`config.mk`:
```
export PLATFORM = sky130hd
export DESIGN_NAME = matmul_seq_ctrl
export DESIGN_NICKNAME = d
export VERILOG_FILES = /design/src/rtl/matmul_seq_ctrl.sv
export SDC_FILE = /design/constraint.sdc
export NUM_CORES = 1
export LEC_CHECK = 0
export ABC_AREA = 1
export ABC_CLOCK_PERIOD_IN_PS = 10850
export CAP_MARGIN = 25
export CELL_PAD_IN_SITES_DETAIL_PLACEMENT = 1
export CELL_PAD_IN_SITES_GLOBAL_PLACEMENT = 1
export CORE_ASPECT_RATIO = 0.5
export CORE_MARGIN = 4
export CORE_UTILIZATION = 44
export DETAILED_ROUTE_END_ITERATION = 8
export MAX_ROUTING_LAYER = met4
export PLACE_DENSITY = 0.85
export REMOVE_ABC_BUFFERS = 1
export SYNTH_ARGS = -nofsm -noshare
export SYNTH_HDL_FRONTEND = slang
export SYNTH_SLANG_ARGS = --single-unit
```
`constraint.sdc`:
```
create_clock -name clk -period 10.85 [get_ports clk]
set_input_delay 2.17 -clock clk [delete_from_list [all_inputs] [get_ports clk]]
set_output_delay 2.17 -clock clk [all_outputs]
set_load 0.03 [all_outputs]
```
`src/rtl/matmul_seq_ctrl.sv`:
```
// -----------------------------------------------------------------------------
// matmul_seq_ctrl
// Sequential 8-bit matrix multiplier C = A x B using a single 8x8 multiplier
// and a single 8-bit accumulator. Every product and sum wraps modulo 256.
// Operands are captured when a job starts. One MAC is performed per clock.
// C is loaded only on the edge that completes the final element.
//
// Ports
//   clk    : rising-edge clock
//   rst_n  : asynchronous active-low reset
//   start  : request one multiplication (sampled in IDLE only)
//   abort  : synchronous cancel of a running job
//   A      : a x b matrix, element [r][p] at bits (r*b+p)*8 +: 8
//   B      : b x c matrix, element [r][p] at bits (r*c+p)*8 +: 8
//   C      : a x c registered result, element [r][p] at bits (r*c+p)*8 +: 8
//   busy   : high while a job is running
//   done   : one-cycle completion pulse
// -----------------------------------------------------------------------------
module matmul_seq_ctrl #(
    parameter int a = 3,
    parameter int b = 2,
    parameter int c = 6
) (
    input  logic                 clk,
    input  logic                 rst_n,
    input  logic                 start,
    input  logic                 abort,
    input  logic [a*b*8-1:0]     A,
    input  logic [b*c*8-1:0]     B,
    output logic [a*c*8-1:0]     C,
    output logic                 busy,
    output logic                 done
);

    localparam int IW = (a > 1) ? $clog2(a) : 1;
    localparam int KW = (b > 1) ? $clog2(b) : 1;
    localparam int JW = (c > 1) ? $clog2(c) : 1;

    localparam logic [IW-1:0] I_LAST = IW'(a - 1);
    localparam logic [KW-1:0] K_LAST = KW'(b - 1);
    localparam logic [JW-1:0] J_LAST = JW'(c - 1);

    typedef enum logic [1:0] {
        ST_IDLE = 2'd0,
        ST_RUN  = 2'd1,
        ST_DONE = 2'd2
    } state_t;

    state_t        state_r;
    logic [7:0]    a_mat_r [a][b];
    logic [7:0]    b_mat_r [b][c];
    logic [7:0]    res_r   [a][c];
    logic [IW-1:0] i_r;
    logic [KW-1:0] k_r;
    logic [JW-1:0] j_r;
    logic [7:0]    acc_r;

    logic [15:0]   prod_s;
    logic [7:0]    mac_s;
    logic          last_k_s;
    logic          last_j_s;
    logic          last_i_s;

    // Single multiplier and accumulator adder; only the low byte of the product matters.
    always_comb begin
        prod_s   = 16'd0;
        mac_s    = 8'd0;
        prod_s   = a_mat_r[i_r][k_r] * b_mat_r[k_r][j_r];
        mac_s    = acc_r + prod_s[7:0];
        last_k_s = (k_r == K_LAST);
        last_j_s = (j_r == J_LAST);
        last_i_s = (i_r == I_LAST);
    end

    // Control FSM, operand capture, MAC sequencing and registered outputs.
    always_ff @(posedge clk or negedge rst_n) begin
        if (!rst_n) begin
            state_r <= ST_IDLE;
            busy    <= 1'b0;
            done    <= 1'b0;
            C       <= '0;
            i_r     <= '0;
            j_r     <= '0;
            k_r     <= '0;
            acc_r   <= 8'd0;
            for (int r = 0; r < a; r++) begin
                for (int p = 0; p < b; p++) begin
                    a_mat_r[r][p] <= 8'd0;
                end
                for (int p = 0; p < c; p++) begin
                    res_r[r][p] <= 8'd0;
                end
            end
            for (int r = 0; r < b; r++) begin
                for (int p = 0; p < c; p++) begin
                    b_mat_r[r][p] <= 8'd0;
                end
            end
        end else begin
            case (state_r)
                ST_IDLE: begin
                    done <= 1'b0;
                    if (start) begin
                        // Abort is irrelevant here: a start in IDLE always wins.
                        for (int r = 0; r < a; r++) begin
                            for (int p = 0; p < b; p++) begin
                                a_mat_r[r][p] <= A[(r*b+p)*8 +: 8];
                            end
                        end
                        for (int r = 0; r < b; r++) begin
                            for (int p = 0; p < c; p++) begin
                                b_mat_r[r][p] <= B[(r*c+p)*8 +: 8];
                            end
                        end
                        i_r     <= '0;
                        j_r     <= '0;
                        k_r     <= '0;
                        acc_r   <= 8'd0;
                        busy    <= 1'b1;
                        state_r <= ST_RUN;
                    end else begin
                        busy <= 1'b0;
                    end
                end
                ST_RUN: begin
                    if (abort) begin
                        // Cancelled job: C keeps its old value and no done pulse follows.
                        i_r     <= '0;
                        j_r     <= '0;
                        k_r     <= '0;
                        acc_r   <= 8'd0;
                        busy    <= 1'b0;
                        state_r <= ST_IDLE;
                    end else if (last_k_s) begin
                        res_r[i_r][j_r] <= mac_s;
                        acc_r           <= 8'd0;
                        k_r             <= '0;
                        if (last_j_s) begin
                            j_r <= '0;
                            if (last_i_s) begin
                                // Final MAC: publish all elements, bypassing the last one
                                // since res_r does not hold it yet.
                                for (int r = 0; r < a; r++) begin
                                    for (int p = 0; p < c; p++) begin
                                        C[(r*c+p)*8 +: 8] <= res_r[r][p];
                                    end
                                end
                                C[(a*c-1)*8 +: 8] <= mac_s;
                                i_r     <= '0;
                                busy    <= 1'b0;
                                done    <= 1'b1;
                                state_r <= ST_DONE;
                            end else begin
                                i_r <= i_r + 1'b1;
                            end
                        end else begin
                            j_r <= j_r + 1'b1;
                        end
                    end else begin
                        acc_r <= mac_s;
                        k_r   <= k_r + 1'b1;
                    end
                end
                ST_DONE: begin
                    done    <= 1'b0;
                    busy    <= 1'b0;
                    state_r <= ST_IDLE;
                end
                default: begin
                    done    <= 1'b0;
                    busy    <= 1'b0;
                    state_r <= ST_IDLE;
                end
            endcase
        end
    end

endmodule

```
==> parameters.txt <==
Parameter                              Value

Outcome
  Result of the run ... finished clean

Critical path
  Element type at the critical path end ... flop
  R2R setup slack ... slightly below 5 ns
  Signal arrival time at the worst endpoint ... 6.38 ns
  CP required ... 11.35 ns
  Peak fanout along the critical path ... 19
  Critical path type ... reg -> reg
  RR Startpoint ... j_r[0]
  Launch point of the worst path ... j_r[0]
  Critical Path Source Type ... flop

Min path
  Kind of path behind the tightest hold check ... reg -> reg
  Source of the worst hold timing path ... res_r[52]

Power and ir drop
  Leakage component of the power ... 12.01 nW
  P per Cell Area ... approximately 350 nW/um2
  Worst-case vdd ir drop ... around 0.00053 V

Timing
  Finish-stage setup viols ... 0
  Max_slew headroom ... 32.48%
  RSZ-0062 raised after global routing ... false
  Number of endpoints with negative hold slack in the final report ... 0
  Setup TNS ... 0 ns
  Final min period ... 5.883 ns
  Actual transition at the worst max-transition pin ... slightly above 1 ns
  Crit path setup slack, layout ... ~5.0 ns
  Peak clock frequency supported by timing ... about 170 MHz
  Worst Clk Skew ... ~0.022 ns
  Slew Limit Fails ... 0
  Final clock period utilization by the worst path ... between 50% and 60%

Global route
  Maximum number of pins on one net before global-route repair ... roughly 160
  GRT Total Usage ... 26.69%
  First-pass GRT wire length ... 96030 um
  Vias in the first global route ... roughly 17000
  Antenna violations before repair ... 0
  Remaining global-route overflow ... 0

Placed design
  Final HPWL from detailed placement ... between 40000 and 50000 um
  Placed insts ... 3052
  Weighted congestion at the end of routability-driven global placement ... roughly 0.9
  # port buffers ... 293
  Worst Setup Slack post-DPL ... 5.044 ns

Clock network
  CTS Buffer Depth ... 3
  Resized cells post-CTS ... 0
  Clock insertion delay at the later pin of the skew report ... 0.57 ns
  Clock sink total ... around 440
  Total clock buffers created by CTS ... 41
  Clock tree from TritonCTS ... yes
  Clock H-tree levels ... 2
  Buffers inserted during post-CTS setup optimization ... 0
  Register clock-pin slew on the reported worst setup and hold paths ... around 0.070 ns
  # hold bufs at CTS ... 0
  Root buf cell ... clkbuf_16

Floorplanning
  Core Region ... 42510 um2
  Height of the chip ... 155.5 um
  Die Footprint ... between 40000 and 50000 um2
  Initial core utilization ... a little under half
  I/O pin count ... between 200 and 300
  Number of standard-cell rows in the floorplan ... 53
  Horiz. Die Dim ... around 300 um

Cells and area
  Non-filler cells in the finished layout ... around 3100
  Fill cell instance count of the final layout ... ~5000
  N_diodes ... 0
  Relative area change from synthesis to final layout ... 24.93%
  Fraction of layout cells with a size suffix above 1 ... between 5 and 6%
  Final Net Count ... around 2700
  Util after Layout ... between 50 and 60%

Run
  Max Cap Viol ... 0

Yosys
  Netlist Area Pre-Place ... 19160 um2
  Distinct cell type count of the synthesized netlist ... 35
  Sequential element share of the synthesized area ... between 50% and 60%
  Synth Warn # ... 0
  Post-synthesis sequential element count ... 442
  Average instance area after synthesis ... between 8 and 9 um2
  Count of mapped cells out of synthesis ... ~2300

Routing
  Drt first-iter violations ... roughly 1100
  Antenna-violating nets left ... 0
  Routed WL ... just over 60000 um
  Detail-routed net length per standard cell ... roughly 19 um
  Initial DRT Pass Iterations ... 7
  Drt drc ... 0
  Drt via density ... between 5 and 6
  Via count of the routed design ... approximately 16000
metal layers:
metal / up-vias / wire (um) / GRT usage, %
met4: 0 / 1678 / 7.402
met5: - / 0 / -
li1: 7453 / - / -
met1: 8123 / 25560 / 33.77
met2: 335 / 30540 / 45.23
met3: 113 / 2815 / 4.018
kinds of logic (layout without fill, tap and decap cells):
group | count (synthesis) | after routing | synth area share, %
XOR/XNOR | 8 | 8 | 0.3658
buffers and inverters | 317 | 589 | 6.590
flip-flops | 442 | 442 | 57.74
AND/OR/NAND/NOR | 1187 | 1187 | 24.62
adder cells (fa/ha/maj) | 35 | 35 | 2.991
AO/OA/AOI/OAI | 289 | 289 | 7.694
layout make-up:
class	count	area [um2]	share of cell area, %
clock buffers	57	1197	5.003
multi-input cells	1519	6857	28.65
well taps	577	721.9	3.017
repair buffers	308	3063	12.80
inverters	208	790.8	3.304
clock inverters	16	241.5	1.009
flip-flops and latches	442	11060	46.22
Yosys cell counts:
cell type / count / area (um2)
a31oi_1: 1 / 6.260
clkbuf_1: 77 / 289.0
inv_2: 3 / 11.26
nor2_1: 60 / 225.2
nand2_1: 1028 / 3859
o21a_1: 1 / 7.510
nor3_1: 9 / 45.04
buf_6: 2 / 22.52
nand4_1: 1 / 6.260
nand3_1: 40 / 200.2
o21ai_1: 2 / 10.01
buf_2: 29 / 145.1
nand2_8: 1 / 20.02
dfrtp_1: 442 / 11060
o22ai_1: 8 / 50.05
nor2_8: 1 / 20.02
nand2_2: 25 / 156.4
xnor2_1: 2 / 17.52
nand2_4: 1 / 11.26
inv_1: 203 / 762.0
nand3b_1: 1 / 7.510
inv_4: 2 / 12.51
fa_1: 18 / 360.4
nor2_2: 5 / 31.28
o21ai_0: 262 / 1311
xor2_1: 6 / 52.55
nand3_2: 3 / 30.03
ha_1: 17 / 212.7
a21o_1: 1 / 7.510
o21ai_2: 1 / 8.760
buf_12: 1 / 20.02
o211ai_1: 3 / 22.52
a21oi_1: 10 / 50.05
nor2_4: 6 / 67.56
or2_2: 6 / 37.54
registers in the layout, summed over array words and instances, names as in the netlist:
register	flops
C	144
res_r	136
b_mat_r	96
a_mat_r	48
acc_r	8
j_r	3
i_r	2
state_r	2
busy	1
done	1
k_r	1
metrics by stage:
step	hold WS [ns]	cell area (um2)	total power (W)
after detailed placement	0.4586	22480	0.006798
after global routing	0.4947	23930	0.008957
after CTS	0.4737	23920	0.008445
after global placement	0.4471	22470	0.006641
after floorplan	0.4338	18680	0.004876
final	0.4715	23930	0.008383
path summary, 6_finish.rpt:
kind,to,cells after the start
max in group asynchronous,C[59],3
min in group asynchronous,b_mat_r[28],1
worst min register to register,C[92],2
worst max-delay path,res_r[39],27
worst min-delay path,C[92],2
worst max register to register,res_r[39],27
placed cells by master, fill, tap and decap left out, types with 5 or more instances in the layout:
cell	count
fa_1	18
o21ai_0	262
nor2_1	58
nor3_1	9
nand2_2	25
dfrtp_1	441
o22ai_1	8
buf_4	14
clkbuf_16	42
bufinv_16	5
clkdlybuf4s50_1	292
ha_1	17
nor2_2	5
clkbuf_1	6
clkbuf_8	9
a21oi_1	10
xor2_1	5
or2_2	6
clkinv_2	6
nand3_1	40
nand2_1	1028
nor2_4	8
inv_1	201
critical path, stage by stage, from the launching register on:
cell and delay (ns):
dfrtp_1 0.69, inv_1 0.34, nand2_1 0.33, a21oi_1 0.08
nor2_1 0.15, nand3_2 0.24, nand2_1 0.16, fa_1 0.43
inv_1 0.10, fa_1 0.41, inv_1 0.08, fa_1 0.44
fa_1 0.55, inv_1 0.05, ha_1 0.35, a21oi_1 0.18
nand2_1 0.08, xor2_1 0.17, nand3_1 0.09, nand2_1 0.10
inv_1 0.04, nand3_1 0.07, nand2_1 0.08, inv_1 0.07
nand2_2 0.06, nand2_4 0.25, nand2_1 0.10, nand2_1 0.09
power by group:
group,internal [W],switching [W],total (W)
clock,0.000898,0.000673,0.00157
sequential,0.00214,0.000289,0.00243
combinational,0.00119,0.00319,0.00439
Note: power is estimated with default switching activity, not from simulation.
